### src/rtl/package_settings.sv
// Project-wide data-path widths shared by the filter chain.
package package_settings;
  localparam int unsigned SIZE_FILTER_DATA = 16;
endpackage

### src/rtl/peak_ctrl_parameters.sv
// Shared types and defaults for the peak detection controller.
package peak_ctrl_parameters;
  localparam int unsigned SIZE_TS           = 32;
  localparam int unsigned DEAD_TIME_DEFAULT = 16;
  localparam int unsigned MAX_WIDTH_DEFAULT = 64;

  typedef enum logic [1:0] {
    IDLE  = 2'd0,
    ARMED = 2'd1,
    ABOVE = 2'd2,
    DEAD  = 2'd3
  } peak_state_e;
endpackage

### src/rtl/peak_ts_counter.sv
// Free-running timestamp counter; wraps silently to zero.
module peak_ts_counter
  import peak_ctrl_parameters::*;
(
  input  logic               clk,
  input  logic               reset,
  output logic [SIZE_TS-1:0] count
);
  logic [SIZE_TS-1:0] count_q, count_d;

  always_comb count_d = count_q + SIZE_TS'(1);

  always_ff @(posedge clk or negedge reset) begin
    if (!reset) count_q <= '0;
    else        count_q <= count_d;
  end

  assign count = count_q;
endmodule

### src/rtl/filter_peak_ctrl.sv
// Threshold-triggered peak capture with dead-time, pile-up limit and a
// single-entry holding register with valid/ready handoff.
module filter_peak_ctrl
  import package_settings::*;
  import peak_ctrl_parameters::*;
#(
  parameter int unsigned DEAD_TIME = DEAD_TIME_DEFAULT,
  parameter int unsigned MAX_WIDTH = MAX_WIDTH_DEFAULT
) (
  input  logic                               clk,
  input  logic                               reset,
  input  logic signed [SIZE_FILTER_DATA-1:0] filter_data,
  input  logic                               enable,
  input  logic signed [SIZE_FILTER_DATA-1:0] threshold,
  output logic signed [SIZE_FILTER_DATA-1:0] peak_data,
  output logic        [SIZE_TS-1:0]          peak_time,
  output logic                               peak_pileup,
  output logic                               peak_valid,
  input  logic                               peak_ready,
  output logic        [15:0]                 lost_count,
  output logic                               busy
);
  localparam logic [7:0] DEAD_INIT = 8'(DEAD_TIME);
  localparam logic [7:0] MAX_W     = 8'(MAX_WIDTH);

  logic [SIZE_TS-1:0] ts;

  peak_ts_counter u_ts (
    .clk   (clk),
    .reset (reset),
    .count (ts)
  );

  peak_state_e                        state_q, state_d;
  logic signed [SIZE_FILTER_DATA-1:0] max_q, max_d;
  logic        [SIZE_TS-1:0]          max_t_q, max_t_d;
  logic        [7:0]                  width_q, width_d;
  logic        [7:0]                  dead_q, dead_d;
  logic signed [SIZE_FILTER_DATA-1:0] peak_data_q, peak_data_d;
  logic        [SIZE_TS-1:0]          peak_time_q, peak_time_d;
  logic                               peak_pileup_q, peak_pileup_d;
  logic                               peak_valid_q, peak_valid_d;
  logic        [15:0]                 lost_q, lost_d;
  logic                               above, emit, emit_pileup, handshake;

  always_comb begin
    state_d     = state_q;
    max_d       = max_q;
    max_t_d     = max_t_q;
    width_d     = width_q;
    dead_d      = dead_q;
    emit        = 1'b0;
    emit_pileup = 1'b0;
    above       = filter_data > threshold;

    case (state_q)
      IDLE:  state_d = ARMED;
      ARMED: begin
        if (above) begin
          state_d = ABOVE;
          max_d   = filter_data;
          max_t_d = ts;
          width_d = 8'd1;
        end
      end
      ABOVE: begin
        if (!above) begin
          emit    = 1'b1;
          state_d = DEAD;
          dead_d  = DEAD_INIT;
        end else if (width_q == MAX_W) begin
          emit        = 1'b1;
          emit_pileup = 1'b1;
          state_d     = DEAD;
          dead_d      = DEAD_INIT;
        end else begin
          width_d = width_q + 8'd1;
          // Strict compare: a plateau keeps the time of its first sample.
          if (filter_data > max_q) begin
            max_d   = filter_data;
            max_t_d = ts;
          end
        end
      end
      DEAD: begin
        if (dead_q == 8'd0 && !above) state_d = ARMED;
        else if (dead_q != 8'd0)      dead_d  = dead_q - 8'd1;
      end
      default: state_d = IDLE;
    endcase

    // Disable overrides everything, including a pulse about to close.
    if (!enable) begin
      state_d     = IDLE;
      emit        = 1'b0;
      emit_pileup = 1'b0;
    end
  end

  always_comb begin
    peak_data_d   = peak_data_q;
    peak_time_d   = peak_time_q;
    peak_pileup_d = peak_pileup_q;
    peak_valid_d  = peak_valid_q;
    lost_d        = lost_q;
    handshake     = peak_valid_q & peak_ready;

    if (emit && (!peak_valid_q || handshake)) begin
      peak_data_d   = max_q;
      peak_time_d   = max_t_q;
      peak_pileup_d = emit_pileup;
      peak_valid_d  = 1'b1;
    end else if (emit) begin
      if (lost_q != '1) lost_d = lost_q + 16'd1;
    end else if (handshake) begin
      peak_valid_d = 1'b0;
    end
  end

  always_ff @(posedge clk or negedge reset) begin
    if (!reset) begin
      state_q       <= IDLE;
      max_q         <= '0;
      max_t_q       <= '0;
      width_q       <= '0;
      dead_q        <= '0;
      peak_data_q   <= '0;
      peak_time_q   <= '0;
      peak_pileup_q <= 1'b0;
      peak_valid_q  <= 1'b0;
      lost_q        <= '0;
    end else begin
      state_q       <= state_d;
      max_q         <= max_d;
      max_t_q       <= max_t_d;
      width_q       <= width_d;
      dead_q        <= dead_d;
      peak_data_q   <= peak_data_d;
      peak_time_q   <= peak_time_d;
      peak_pileup_q <= peak_pileup_d;
      peak_valid_q  <= peak_valid_d;
      lost_q        <= lost_d;
    end
  end

  assign peak_data   = peak_data_q;
  assign peak_time   = peak_time_q;
  assign peak_pileup = peak_pileup_q;
  assign peak_valid  = peak_valid_q;
  assign lost_count  = lost_q;
  assign busy        = (state_q == ABOVE) || (state_q == DEAD);
endmodule

### config.mk
export PLATFORM = sky130hd
export DESIGN_NAME = filter_peak_ctrl
export DESIGN_NICKNAME = d
export VERILOG_FILES = /design/src/rtl/package_settings.sv /design/src/rtl/peak_ctrl_parameters.sv /design/src/rtl/peak_ts_counter.sv /design/src/rtl/filter_peak_ctrl.sv
export SDC_FILE = /design/constraint.sdc
export NUM_CORES = 1
export LEC_CHECK = 0
export CORE_ASPECT_RATIO = 0.8
export CORE_MARGIN = 1
export CORE_UTILIZATION = 60
export DETAILED_ROUTE_END_ITERATION = 10
export PLACE_DENSITY = 0.86
export SLEW_MARGIN = 0
export SYNTH_ARGS = -nofsm -noshare
export SYNTH_HDL_FRONTEND = slang
export SYNTH_SLANG_ARGS = --single-unit
### constraint.sdc
create_clock -name clk -period 5.7 [get_ports clk]
set_input_delay 1.14 -clock clk [delete_from_list [all_inputs] [get_ports clk]]
set_output_delay 1.14 -clock clk [all_outputs]
set_load 0.1 [all_outputs]
======== Yosys cells after proc, flatten, opt, wreduce, memory -nomap -nowiden ========
Index checks and enable logic that the tools add are counted.
Widths: inputs -> output; s select.
operators by class
  add/sub/neg operators ................... 4
  order comparisons ....................... 2
  equal/unequal tests ..................... 16
  muxes and demuxes ....................... 35
  bitwise logic cells ..................... 2
  reduce and logical (&&, ||, !) cells .... 18
operator list
  operator               number
  $mux 32                4
  $mux 16                4
  $pmux 32 s2            1
  $mux 8                 7
  $add 32x1->32 const B  1
  $gt 16x16->1           2
  $pmux 16 s2            1
  $pmux 8 s2             2
  $add 16x1->16 const B  1
  $ne 16x16->1 const B   1
  $ne 2x2->1 const B     6
  $mux 1                 10
  $mux 2                 5
  $ne 3x3->1 const B     3
  $add 8x1->8 const B    1
  $eq 8x7->1 const B     1
  $logic_not 8->1        1
  $pmux 2 s4             1
  $reduce_and 4->1       2
  $reduce_bool 8->1      1
  $sub 8x1->8 const B    1
  $reduce_and 3->1       2
  $reduce_bool 2->1      3
  $reduce_and 5->1       1
  other kinds (11)       15
word-level totals
  flip-flop bits (word level) ............. 164
  bits of input ports ..................... 36
  word-level logic and storage cells ...... 88

======== Longest topological paths before layout ========
  word-level depth ........................ 8
  gate-level depth with buffers ........... 11
  depth with buffers taken out ............ 9

======== By module ========
From an unflattened synthesis, not the netlist that was laid out.
unflattened totals
  cell total of the unflattened synthesis .. 672
  area, all modules ....................... 8076.5 sq um
modules (own cells, without submodules)
  module            instances  cells an instance  area each (sq um)  seq. area each (sq um)
  filter_peak_ctrl  1          545                6597.6             3303.2
  peak_ts_counter   1          127                1478.9             800.8

======== Least setup slack after synthesis ========
OpenSTA, ideal clock, no wires.
  path kind ............................... input to register
  start point ............................. in threshold[15]
  end point ............................... reg max_q[0]
  setup time .............................. 0.125 ns
  data arrival time ....................... 3.232 ns
  required time ........................... 5.575 ns
  slack ................................... 2.344 ns
  stages .................................. 11
  path buffers ............................ 2
  cell sequence ........................... inv_1 -> ha_1 -> nand4_2 -> nor4_4 -> o21ai_2 -> nor4bb_1 -> a31o_2 -> o211ai_2 -> buf_4 -> buf_6 -> mux2_2
between the ends
  word-level cells in the longest chain between the ends .. 3
  elaborated cells between the ends (all ways) .. 4
  those cells by class .................... order compare: 1; eq/ne: 2; reduce/logical: 1
RTL lines
  element                       RTL line                 text
  start, declared               filter_peak_ctrl.sv:14   input logic signed [SIZE_FILTER_DATA-1:0] threshold,
  $gt 16x16->1 *                filter_peak_ctrl.sv:54   above = filter_data > threshold;
  $ne 2x2->1 (no line)          -
  $reduce_and 5->1 (no line) *  -
  end signal, assigned          filter_peak_ctrl.sv:134  max_q <= max_d;
  end, declared                 filter_peak_ctrl.sv:35   logic signed [SIZE_FILTER_DATA-1:0] max_q, max_d;
Mark *: on every way between the ends. The rest lies on a longest branch, timed or not.
A chain may end at the register's enable or synchronous reset.

======== Worst setup path in the final report ========
  start point ............................. in filter_data[9]
  end point ............................... reg max_t_q[6]
between the ends
  word-level cells in the longest chain between the ends .. 3
  elaborated cells between the ends (all ways) .. 6
  those cells by class .................... order compare: 2; eq/ne: 3; reduce/logical: 1
RTL lines
  element                          RTL line                                        text
  start, declared                  filter_peak_ctrl.sv:12                          input logic signed [SIZE_FILTER_DATA-1:0] filter_data,
  $gt 16x16->1 (on tied branches)  filter_peak_ctrl.sv:79, filter_peak_ctrl.sv:54
  $ne 2x2->1 (no line)             -
  $reduce_and 5->1 (no line) *     -
  end signal, assigned             filter_peak_ctrl.sv:135                         max_t_q <= max_t_d;
  end, declared                    filter_peak_ctrl.sv:36                          logic [SIZE_TS-1:0] max_t_q, max_t_d;
Marks and branches as above.

==> impl_table.tex <==
\begin{tabular}{lr}
\hline
Metric & Value \\
\hline
\multicolumn{2}{l}{\textbf{Critical path}} \\
\quad Arrival time of data at the critical path endpoint & 4.78 ns \\
\quad Kind of end point of the critical path & flop \\
\quad Number of buffers and inverters on the critical path & 2 \\
\quad Critical Path, Cell by Cell & clkdlybuf4s50\_1, ha\_1, a21oi\_1, o21a\_1, a2bb2oi\_1, nor4bb\_1, a31o\_2, o211ai\_4, buf\_4, mux2\_2 \\
\quad Worst Path Max Fanout & 30 \\
\quad Type of element launching the critical path & input pin \\
\quad Critical-path top delay cell & a31o\_2 \\
\quad Kind of cell adding the most delay to the critical path & compound AO/OA/AOI/OAI gates \\
\quad Required time of the worst setup path & 6.01 ns \\
\quad Biggest cell delay along the critical path & 0.47 ns \\
\quad Critical path start-end classification & input pin to flop \\
\multicolumn{2}{l}{\textbf{Synthesis}} \\
\quad Synth Area in Adders & 0.0631 \\
\quad Combinational family with the most area after synthesis & multiplexers \\
\quad Simple-gate area share of the yosys netlist & 0.109 \\
\quad Sequential cell area fraction in the yosys report & 0.518 \\
\quad Area leader, netlist & dfrtp\_1 \\
\quad Post-synth top flop & dfrtp\_1 \\
\quad Cells taking the most area after synthesis & dfrtp\_1 (52\%), mux2\_2 (11\%), ha\_1 (6.3\%), mux2\_4 (3.8\%), xnor2\_1 (3.3\%) \\
\quad Compound-cell area share of the yosys netlist & 0.0694 \\
\quad Number of enable flip-flop cells after synthesis & 0 \\
\quad Number of cells produced by synthesis & 654 \\
\quad Synth top area share & 0.518 \\
\quad Post-Synth XOR/XNOR Area & 0.0486 \\
\quad Share of synthesized registers carrying an async set or reset & 1.00 \\
\quad Number of storage elements in the synthesis netlist & 164 \\
\quad Most used standard cell by instance count after synthesis & dfrtp\_1 \\
\quad Distinct cell type count after synthesis & 66 \\
\quad Portion of netlist area occupied by mux cells & 0.151 \\
\quad Average cell area after synthesis & 12.1 um\^{}2 \\
\quad Synthesized netlist net count & 730 \\
\quad Top cells by instance count after synthesis & dfrtp\_1 (164), mux2\_2 (77), inv\_1 (54), ha\_1 (40), nand2\_1 (33) \\
\quad Cell area after technology mapping & 0.00793 mm\^{}2 \\
\quad Total number of yosys warnings & 0 \\
\multicolumn{2}{l}{\textbf{Die}} \\
\quad \# IOs & 103 \\
\quad Starting density of the core & 0.616 \\
\quad Number of rows created at floorplan & 37 \\
\quad Die Area & 0.0137 mm\^{}2 \\
\quad Horizontal extent of the die & 131 um \\
\quad Core Area & about 0.013 mm\^{}2 \\
\quad Height of the die & 105 um \\
\multicolumn{2}{l}{\textbf{Power}} \\
\quad Post-layout power & 4.26 mW \\
\quad Clk pwr share & 0.277 \\
\quad IR Drop Worst-Case VDD & 0.000387 V \\
\quad Total net switching power & 1.68 mW \\
\quad Reported leakage power & 4.61 nW \\
\quad Combinational cell fraction of total power & 0.371 \\
\quad Areal power density over the cells & 439 mW/mm\^{}2 \\
\quad Sequential cell fraction of total power & 0.352 \\
\quad Int Power & 2.59 mW \\
\quad Switching share of total power & 0.393 \\
\multicolumn{2}{l}{\textbf{Placed design}} \\
\quad Placement-stage worst setup slack & 0.861 ns \\
\quad Number of placed instances with taps included & 917 \\
\quad Final RePlAce weighted congestion & 0.886 \\
\quad PortBufs & between 100 and 150 \\
\quad DP Wirelength & $\sim$12,000 um \\
\multicolumn{2}{l}{\textbf{Global route}} \\
\quad Largest net degree at the start of global routing & 63 \\
\quad Remaining Overflow, GRT & 0 \\
\quad Antenna violations before repair & 0 \\
\quad Global-route wire length before repair & 28,700 um \\
\quad Combined global-route utilization of all metal layers & 0.277 \\
\quad Number of global-route vias before repair & 5,710 \\
\multicolumn{2}{l}{\textbf{CTS}} \\
\quad CTS root buffer & clkbuf\_16 \\
\quad Total number of H-tree levels & 4 \\
\quad Clock net sink count & roughly 160 \\
\quad Number of setup buffers added after CTS & 0 \\
\quad Maximum number of buffers from clock root to sink & 2 \\
\quad Clock slew at the register clock pins of the worst setup and hold paths & 0.06 ns \\
\quad Hold bufs inserted after CTS & 0 \\
\quad Clock buffers created by TritonCTS & 17 \\
\quad Worst skew pair latency & 0.43 ns \\
\quad Clock tree from TritonCTS & done \\
\quad Post-cts repair resize count & 0 \\
\multicolumn{2}{l}{\textbf{STA}} \\
\quad Unrepaired setup endpoints after global routing & no \\
\quad Final Max Tran Viols & 0 \\
\quad Final critical delay including setup and external delays & 4.48 ns \\
\quad Part of the cycle the worst path needs & 0.785 \\
\quad Final setup violation count & 0 \\
\quad Sum Neg Setup Slack & 0 ns \\
\quad Number of hold-slack violations in the final timing report & 0 \\
\quad Slack of the critical path & 1.22 ns \\
\quad Largest clock skew in the final design & 0.00852 ns \\
\quad Worst rel slew slack & 0.269 \\
\quad Timing-limited maximum frequency & 0.223 GHz \\
\quad Worst-Margin Slew & roughly 1.1 ns \\
\multicolumn{2}{l}{\textbf{Drt}} \\
\quad Detailed-route wire length on metal 1 & 7740 um \\
\quad Total detailed-routing wirelength & 17,600 um \\
\quad Number of vias per cell & $\sim$5.8 \\
\quad WL met2 & 8610 um \\
\quad Average wire per standard cell & 18.5 um \\
\quad Met3 wire length & approximately 870 um \\
\quad Max Used Layer & met4 \\
\quad Total number of vias & approximately 5,500 \\
\quad Final routed DRC violation total & 0 \\
\quad Drt first-iter violations & 321 \\
\quad Antenna-violating nets left & 0 \\
\quad DRT Pass-1 Iters & 5 \\
\multicolumn{2}{l}{\textbf{Finish}} \\
\quad Share of final-layout standard cells stronger than drive strength 1 & 0.186 \\
\quad Fin nets & 837 \\
\quad Antenna fix cells & 0 \\
\quad Final Instance Count excl. Fillers & 949 \\
\quad Relative area change from synthesis to final layout & 22.3\% \\
\multicolumn{2}{l}{\textbf{Status}} \\
\quad Run status & finished clean \\
\multicolumn{2}{l}{\textbf{Worst hold path}} \\
\quad Kind of path behind the tightest hold check & flop to flop \\
\multicolumn{2}{l}{\textbf{Run}} \\
\quad \# Max-Cap Violations & 0 \\
\hline
\end{tabular}
==> layout make-up <==
class                   count  area [um^2]
inverters                  55          206
well taps                 175          219
repair buffers            106         1050
fillers                   837         3170
clock inverters            15          178
clock buffers              17          425
flip-flops and latches    164         4100
multi-input cells         417         3510
==> routing by layer <==
layer | track usage | up-vias
li1 | - | 2528
met5 | 0 | -
met4 | 0.100 | 0
met2 | 0.447 | 180
met3 | 0.0614 | 26
met1 | 0.365 | 2772
==> registers in the layout (all words and copies together) (netlist names) <==
signal	cells
peak_valid	1
max_t_q	32
peak_data	16
u_ts.count	32
width_q	8
lost_count	16
dead_q	8
max_q	16
peak_pileup	1
state_q	2
peak_time	32
==> power by group through the flow <==
stage	clock, mW	sequential (mW)	combinational [mW]
finish	1.18	1.50	1.58
global route	1.24	1.52	1.69
CTS	1.19	1.50	1.58
detailed placement	0	1.52	1.57
global placement	0	1.50	1.52
floorplan	0	2.00	0.685
==> metrics by stage <==
stage / hold WS, ns / util / area [um^2]
6_report: 0.497 / 0.754 / 9700
5_1_grt: 0.508 / 0.754 / 9700
2_1_floorplan: 0.442 / - / 7930
3_5_place_dp: 0.476 / 0.707 / 9100
4_1_cts: 0.488 / 0.754 / 9700
3_3_place_gp: 0.475 / 0.707 / 9100
==> cell usage in the layout (no fill, tap or decap), types with 7 or more instances in the layout <==
cell type | synthesis | routed
a31oi_1 | 8 | 8
nand3_1 | 27 | 27
xor2_1 | 14 | 14
mux2_4 | 20 | 20
mux2_2 | 77 | 77
a21oi_1 | 16 | 16
nand2b_1 | 8 | 8
nor3_1 | 9 | 9
xnor2_1 | 30 | 30
nand4_1 | 13 | 13
nand2_1 | 33 | 33
and3_1 | 18 | 18
a21o_1 | 7 | 7
nor2_1 | 22 | 22
ha_1 | 40 | 40
clkdlybuf4s50_1 | 0 | 101
inv_1 | 54 | 54
clkbuf_16 | 0 | 17
dfrtp_1 | 164 | 164
==> cell families after synthesis <==
family / count (synthesis)
compound gates: 75
xor+xnor: 44
fa+ha+maj: 40
buf+inv: 73
flops: 164
mux: 100
simple gates: 158
==> worst paths after layout <==
| check | startpoint | to | slack, ns | cells past startpoint |
|---|---|---|---|---|
| min in group asynchronous | reset | max_q[13] | 0.64 | 1 |
| worst max register to register | state_q[0] | max_t_q[6] | 2.26 | 9 |
| max in group asynchronous | reset | max_t_q[8] | 3.91 | 2 |
| worst min register to register | u_ts.count[31] | u_ts.count[31] | 0.50 | 1 |
| worst max-delay path | filter_data[9] | max_t_q[6] | 1.22 | 10 |
| worst min-delay path | u_ts.count[31] | u_ts.count[31] | 0.50 | 1 |
==> worst register-to-register path: cells and delay by family, from the launching register on <==
family / cells / cell delay, ns
flops: 1 / 0.40
compound gates: 4 / 1.46
fa+ha+maj: 1 / 0.48
mux: 1 / 0.31
buf+inv: 3 / 0.66
(Power assumes the default switching activity.)
